File: config.mk
export PLATFORM = sky130hd
export DESIGN_NAME = clct_win_sequencer
export DESIGN_NICKNAME = d
export VERILOG_FILES = /design/src/rtl/clct_win_sequencer.sv
export SDC_FILE = /design/constraint.sdc
export NUM_CORES = 1
export LEC_CHECK = 0
export BUFFER_PORTS_ARGS = -buffer_cell sky130_fd_sc_hd__buf_2
export CORE_ASPECT_RATIO = 0.8
export CORE_MARGIN = 5
export CORE_UTILIZATION = 44
export DETAILED_ROUTE_END_ITERATION = 8
export GPL_TIMING_DRIVEN = 0
export MAX_ROUTING_LAYER = met4
export PLACE_DENSITY = 0.72
export SYNTH_ARGS = -nofsm -noshare
export SYNTH_HDL_FRONTEND = slang
export SYNTH_SLANG_ARGS = --single-unit
File: constraint.sdc
create_clock -name i_clock -period 2.2 [get_ports i_clock]
set_clock_uncertainty 0.2 [all_clocks]
set_input_delay 0 -clock i_clock [delete_from_list [all_inputs] [get_ports i_clock]]
set_output_delay 0 -clock i_clock [all_outputs]
set_load 0.03 [all_outputs]
File: src/rtl/clct_win_sequencer.sv
// rtl/clct_win_sequencer.sv - two-pass best/second-best window sequencer around an external tree encoder
// Pass 1 finds the best window, pass 2 re-encodes with +/-BLANK neighbours zeroed.
module clct_win_sequencer #(
   parameter int BLANK      = 1,
   parameter int PRI_THRESH = 1
) (
   input  logic        i_clock,
   input  logic        i_reset,
   input  logic        i_start,
   input  logic [63:0] i_win_pri_in,
   output logic [63:0] o_enc_pri,
   input  logic [3:0]  i_enc_win_best,
   input  logic [3:0]  i_enc_pri_best,
   output logic        o_busy,
   output logic        o_done,
   output logic [3:0]  o_win_1st,
   output logic [3:0]  o_pri_1st,
   output logic        o_vld_1st,
   output logic [3:0]  o_win_2nd,
   output logic [3:0]  o_pri_2nd,
   output logic        o_vld_2nd,
   output logic        o_start_drop
);

   localparam logic [3:0] LP_BLANK  = 4'(BLANK);
   localparam logic [3:0] LP_THRESH = 4'(PRI_THRESH);

   typedef enum logic [1:0] {
      ST_IDLE  = 2'd0,
      ST_PASS1 = 2'd1,
      ST_PASS2 = 2'd2,
      ST_DONE  = 2'd3
   } state_t;

   state_t      r_state;
   state_t      w_next;
   logic        w_load_in;
   logic        w_load_mask;
   logic        w_commit;
   logic        w_drop;

   logic [63:0] r_enc_pri;
   logic [63:0] w_masked;
   logic [3:0]  r_win_first;
   logic [3:0]  r_pri_first;
   logic        w_vld_1st;
   logic        w_vld_2nd;

   logic [3:0]  r_win_1st;
   logic [3:0]  r_pri_1st;
   logic        r_vld_1st;
   logic [3:0]  r_win_2nd;
   logic [3:0]  r_pri_2nd;
   logic        r_vld_2nd;
   logic        r_start_drop;

   // Distance is taken on plain indices 0..15, so blanking clamps at the ends instead of wrapping.
   function automatic logic win_blanked(input logic [3:0] idx, input logic [3:0] best);
      logic [3:0] d;
      d = (idx >= best) ? (idx - best) : (best - idx);
      return (d <= LP_BLANK);
   endfunction

   always_comb begin
      w_masked = r_enc_pri;
      for (int i = 0; i < 16; i++) begin
         if (win_blanked(4'(i), i_enc_win_best)) begin
            w_masked[4*i +: 4] = 4'h0;
         end
      end
   end

   always_comb begin
      w_next      = r_state;
      w_load_in   = 1'b0;
      w_load_mask = 1'b0;
      w_commit    = 1'b0;
      w_drop      = 1'b0;
      case (r_state)
         ST_IDLE: begin
            if (i_start) begin
               w_next    = ST_PASS1;
               w_load_in = 1'b1;
            end
         end
         ST_PASS1: begin
            w_next      = ST_PASS2;
            w_load_mask = 1'b1;
            w_drop      = i_start;
         end
         ST_PASS2: begin
            w_next   = ST_DONE;
            w_commit = 1'b1;
            w_drop   = i_start;
         end
         ST_DONE: begin
            if (i_start) begin
               w_next    = ST_PASS1;
               w_load_in = 1'b1;
            end else begin
               w_next = ST_IDLE;
            end
         end
         default: w_next = ST_IDLE;
      endcase
   end

   assign w_vld_1st = (r_pri_first >= LP_THRESH);
   assign w_vld_2nd = (i_enc_pri_best >= LP_THRESH) && w_vld_1st;

   always_ff @(posedge i_clock) begin
      if (i_reset) begin
         r_state      <= ST_IDLE;
         r_enc_pri    <= 64'h0;
         r_win_first  <= 4'h0;
         r_pri_first  <= 4'h0;
         r_win_1st    <= 4'h0;
         r_pri_1st    <= 4'h0;
         r_vld_1st    <= 1'b0;
         r_win_2nd    <= 4'h0;
         r_pri_2nd    <= 4'h0;
         r_vld_2nd    <= 1'b0;
         r_start_drop <= 1'b0;
      end else begin
         r_state      <= w_next;
         r_start_drop <= w_drop;
         if (w_load_in) begin
            r_enc_pri <= i_win_pri_in;
         end else if (w_load_mask) begin
            r_enc_pri <= w_masked;
         end
         if (w_load_mask) begin
            r_win_first <= i_enc_win_best;
            r_pri_first <= i_enc_pri_best;
         end
         // Results only change here, so they stay stable across the next request's passes.
         if (w_commit) begin
            r_win_1st <= r_win_first;
            r_pri_1st <= r_pri_first;
            r_vld_1st <= w_vld_1st;
            r_win_2nd <= i_enc_win_best;
            r_pri_2nd <= i_enc_pri_best;
            r_vld_2nd <= w_vld_2nd;
         end
      end
   end

   assign o_enc_pri    = r_enc_pri;
   assign o_busy       = (r_state != ST_IDLE);
   assign o_done       = (r_state == ST_DONE);
   assign o_win_1st    = r_win_1st;
   assign o_pri_1st    = r_pri_1st;
   assign o_vld_1st    = r_vld_1st;
   assign o_win_2nd    = r_win_2nd;
   assign o_pri_2nd    = r_pri_2nd;
   assign o_vld_2nd    = r_vld_2nd;
   assign o_start_drop = r_start_drop;

endmodule

==> impl_metrics.json <==
{
  "timing.final.crit_share": 0.951,
  "max-cap-violations": 0,
  "antenna_found_initial": 0,
  "postLayoutCellArea_um2": 6660,
  "dp.final_hpwl_um": 10400,
  "n_antenna_cell": 0,
  "clk_latency_ps": 340,
  "numClockSinks": 93,
  "final_critical_path_setup_slack_ps": 109,
  "synth.distinct_cells": 62,
  "endpoint": "o_enc_pri[20]",
  "detail_route.vias_per_cell": 5.29,
  "timing.fmax_ghz": 0.478,
  "wl_met2_um": 7400,
  "placement_rows": 33,
  "number_of_global_route_vias_before_repair": 4743,
  "finalWeightedCongestion": 0.925,
  "place_ws_ps": -365,
  "crit_path_max_fanout": 10,
  "largest_net_degree_at_the_start_of_global_routing": 20,
  "synth_top_flop_cell": "sky130_fd_sc_hd__dfxtp_1",
  "critical_path_cell_count": 7,
  "synth.yosys.seq_area_share": 0.404,
  "layout.area.seq_um2": 1860,
  "worst_path_dominant_cell_family": "buffers and inverters",
  "final-max-slew-violation-count": 0,
  "globalRouteTotalUtil": 0.237,
  "post_dp_cell_area_um2": 5580,
  "grt_pass1_wl_um": 23700,
  "critPathBufInv": 3,
  "cts-root-to-sink-buffers": 2,
  "synthesis.area_um2": 4610,
  "die_w_um": 124,
  "initial_core_util": 0.450,
  "status": "complete, no violations",
  "clk_transition_reported_paths_ps": 70,
  "synth_async_sr_flop_share": 0,
  "mappedNetlistNets": 598,
  "io_pins": 160,
  "rr_endpoint": "o_enc_pri[20]",
  "portBuffers": 158,
  "drt_first_iter_violations": 247,
  "die_height_um": 102,
  "timing.critical_path.arrival_ps": 2160,
  "worst_ir_drop_vdd_uv": 577,
  "htreeDepth": 3,
  "hp-start": "i_enc_win_best[2]",
  "syn-mean-instance-area_um2": 9.24,
  "setup_repair_after_global_routing_missed_its_margin": "yes",
  "startpoint_type": "register",
  "topRoutingLayerUsed": "met4",
  "timing.hold.worst.class": "in -> reg",
  "synth.yosys.warnings": 0,
  "period_needed_ps": 2090,
  "setup_viol": 0,
  "clock_tree_from_tritoncts": "yes",
  "firstDrtPassIters": 5,
  "design.core.area_um2": 10200,
  "floorplan.die_area_um2": 12600,
  "worst_r2r_startpoint": "r_state[0]",
  "critPathMaxStageDelay_ps": 380,
  "fin_tns_setup_ps": 0,
  "crit_required_ps": 2260,
  "critPathKind": "reg -> reg",
  "utilization": 0.651,
  "final_layout_size_suffix_gt1_frac": 0.310,
  "nNetsFinal": 835,
  "crit_path_cell_trace": "inv_1 > ha_1 > and2b_2 > buf_4 > clkbuf_4 > nand3b_1 > o21ai_1",
  "finalHoldViolations": 0,
  "area_growth_pct": 44.5,
  "critPathLaunch": "r_state[0]",
  "cp_slowest_cell": "sky130_fd_sc_hd__dfxtp_1",
  "crit_path_end_kind": "register",
  "ant_nets": 0,
  "multiInputGateArea_um2": 2550,
  "synth-seq-cells": 93,
  "powerDensity_nw_per_um2": 1020,
  "worst-slew-pin-transition_ps": 556,
  "cts_inserted_buffers": 9,
  "cellLeakagePower_nw": 3.02,
  "met1Wirelength_um": 6130,
  "r2r_cells": 7,
  "postRouteWirelength_um": 14800,
  "global_route.overflow_total": 0,
  "drt_drc_violations_left": 0,
  "regToRegSetupSlack_ps": 110,
  "synth-edff-count": 0,
  "netlist_instances": 499,
  "fill_cells": 884,
  "wl_per_cell_um": 16.8,
  "remaining_max_slew_budget_at_the_tightest_pin": 0.629,
  "clock_tree.root_cell": "sky130_fd_sc_hd__clkbuf_16",
  "design_power_total_mw": 6.79,
  "met3RoutedLength_um": 983,
  "detailroute.via_count": 4657
}
==> power by group <==
part	total (mW)	internal [mW]	switching, mW
logic	3.01	1.06	1.94
registers	2.30	2.09	0.215
clock network	1.48	0.786	0.689
total	6.79	3.94	2.85
==> final cells by class <==
| type | count | area share |
|---|---|---|
| Multi-Input combinational cell | 351 | 0.383 |
| Sequential cell | 93 | 0.279 |
| Timing Repair Buffer | 229 | 0.225 |
| Clock buffer | 10 | 0.0344 |
| Buffer | 33 | 0.0325 |
| Tap cell | 140 | 0.0263 |
| Inverter | 19 | 0.0113 |
| Clock inverter | 6 | 0.00845 |
==> what timing repair did <==
item / CTS / global route
endpoints found under the setup margin: 50 / 49
hold buffers: 69 / 0
hold endpoints to repair: 76 / 0
pin swaps: 1 / 1
cloned: 0 / 0
buffers inserted: 2 / 0
gates resized for setup: 13 / 25
==> flip-flops by register name, summed over array words and instances, names as in the netlist <==
register      cells
o_pri_2nd         4
o_vld_1st         1
o_start_drop      1
r_pri_first       4
o_enc_pri        64
o_vld_2nd         1
o_win_2nd         4
r_win_first       4
r_state           2
o_win_1st         4
o_pri_1st         4
==> synthesized netlist by cell type, types with 8 or more instances <==
cell type,instances,area share
sky130_fd_sc_hd__dfxtp_1,93,0.40
sky130_fd_sc_hd__nand2_1,48,0.039
sky130_fd_sc_hd__nor2_1,46,0.037
sky130_fd_sc_hd__mux2i_1,33,0.072
sky130_fd_sc_hd__ha_1,24,0.065
sky130_fd_sc_hd__a21oi_1,18,0.020
sky130_fd_sc_hd__o21ai_1,18,0.020
sky130_fd_sc_hd__inv_1,17,0.014
sky130_fd_sc_hd__clkbuf_1,16,0.013
sky130_fd_sc_hd__a22o_1,15,0.029
sky130_fd_sc_hd__nand3b_1,14,0.023
sky130_fd_sc_hd__a32o_1,12,0.026
sky130_fd_sc_hd__buf_2,12,0.013
sky130_fd_sc_hd__nand3_1,9,0.0098
sky130_fd_sc_hd__a22oi_1,8,0.013
sky130_fd_sc_hd__o31ai_1,8,0.013
==> metrics by stage <==
stage,cells,hold WS [ps]
detailed placement,797,5.03
global route,881,38.7
global placement,797,-1.80
finish,881,32.2
floorplan,499,-91.5
CTS,881,12.9
==> worst min-delay path, delay by kind of cell <==
family	cells	cell delay, ps
muxes	1	140
and+or+nand+nor	1	50
buffers and inverters	2	330
==> routing by layer <==
metal / GRT usage / up-vias
met5: - / -
met4: 0.0741 / 0
met3: 0.0474 / 26
met2: 0.409 / 171
met1: 0.281 / 2207
li1: - / 2253
==> how the worst min path moves through the flow <==
stage / to / slack, ps / depth (start not counted)
final: r_win_first[2] / 30 / 4
after global placement: o_enc_pri[39] / -2 / 3
after CTS: o_win_2nd[2] / 10 / 4
after global routing: o_win_2nd[2] / 40 / 4
after floorplan: o_enc_pri[36] / -90 / 2
after detailed placement: o_enc_pri[36] / 5 / 3
==> kinds of logic (layout without fill, tap and decap cells) <==
family | after synthesis | count (layout) | synth area share
AO/OA/AOI/OAI | 119 | 119 | 0.195
XOR/XNOR | 8 | 8 | 0.0152
flip-flops | 93 | 93 | 0.404
adder cells (fa/ha/maj) | 24 | 24 | 0.0651
buffers and inverters | 55 | 297 | 0.0594
AND/OR/NAND/NOR | 166 | 166 | 0.187
multiplexers | 34 | 34 | 0.0749
==> layout by cell type, fill, tap and decap left out, types with 7 or more instances in the layout <==
cell type,Yosys,final
sky130_fd_sc_hd__buf_2,12,165
sky130_fd_sc_hd__dfxtp_1,93,93
sky130_fd_sc_hd__dlygate4sd3_1,0,69
sky130_fd_sc_hd__nand2_1,48,48
sky130_fd_sc_hd__nor2_1,46,44
sky130_fd_sc_hd__mux2i_1,33,33
sky130_fd_sc_hd__ha_1,24,24
sky130_fd_sc_hd__a21oi_1,18,18
sky130_fd_sc_hd__o21ai_1,18,17
sky130_fd_sc_hd__inv_1,17,16
sky130_fd_sc_hd__a22o_1,15,15
sky130_fd_sc_hd__nand3b_1,14,14
sky130_fd_sc_hd__a32o_1,12,12
sky130_fd_sc_hd__clkbuf_16,0,9
sky130_fd_sc_hd__clkbuf_1,16,8
sky130_fd_sc_hd__a22oi_1,8,8
sky130_fd_sc_hd__nand3_1,9,8
sky130_fd_sc_hd__o31ai_1,8,8
sky130_fd_sc_hd__clkbuf_4,1,7
sky130_fd_sc_hd__nor3b_1,7,7
Power figures use the tool's default switching activity.
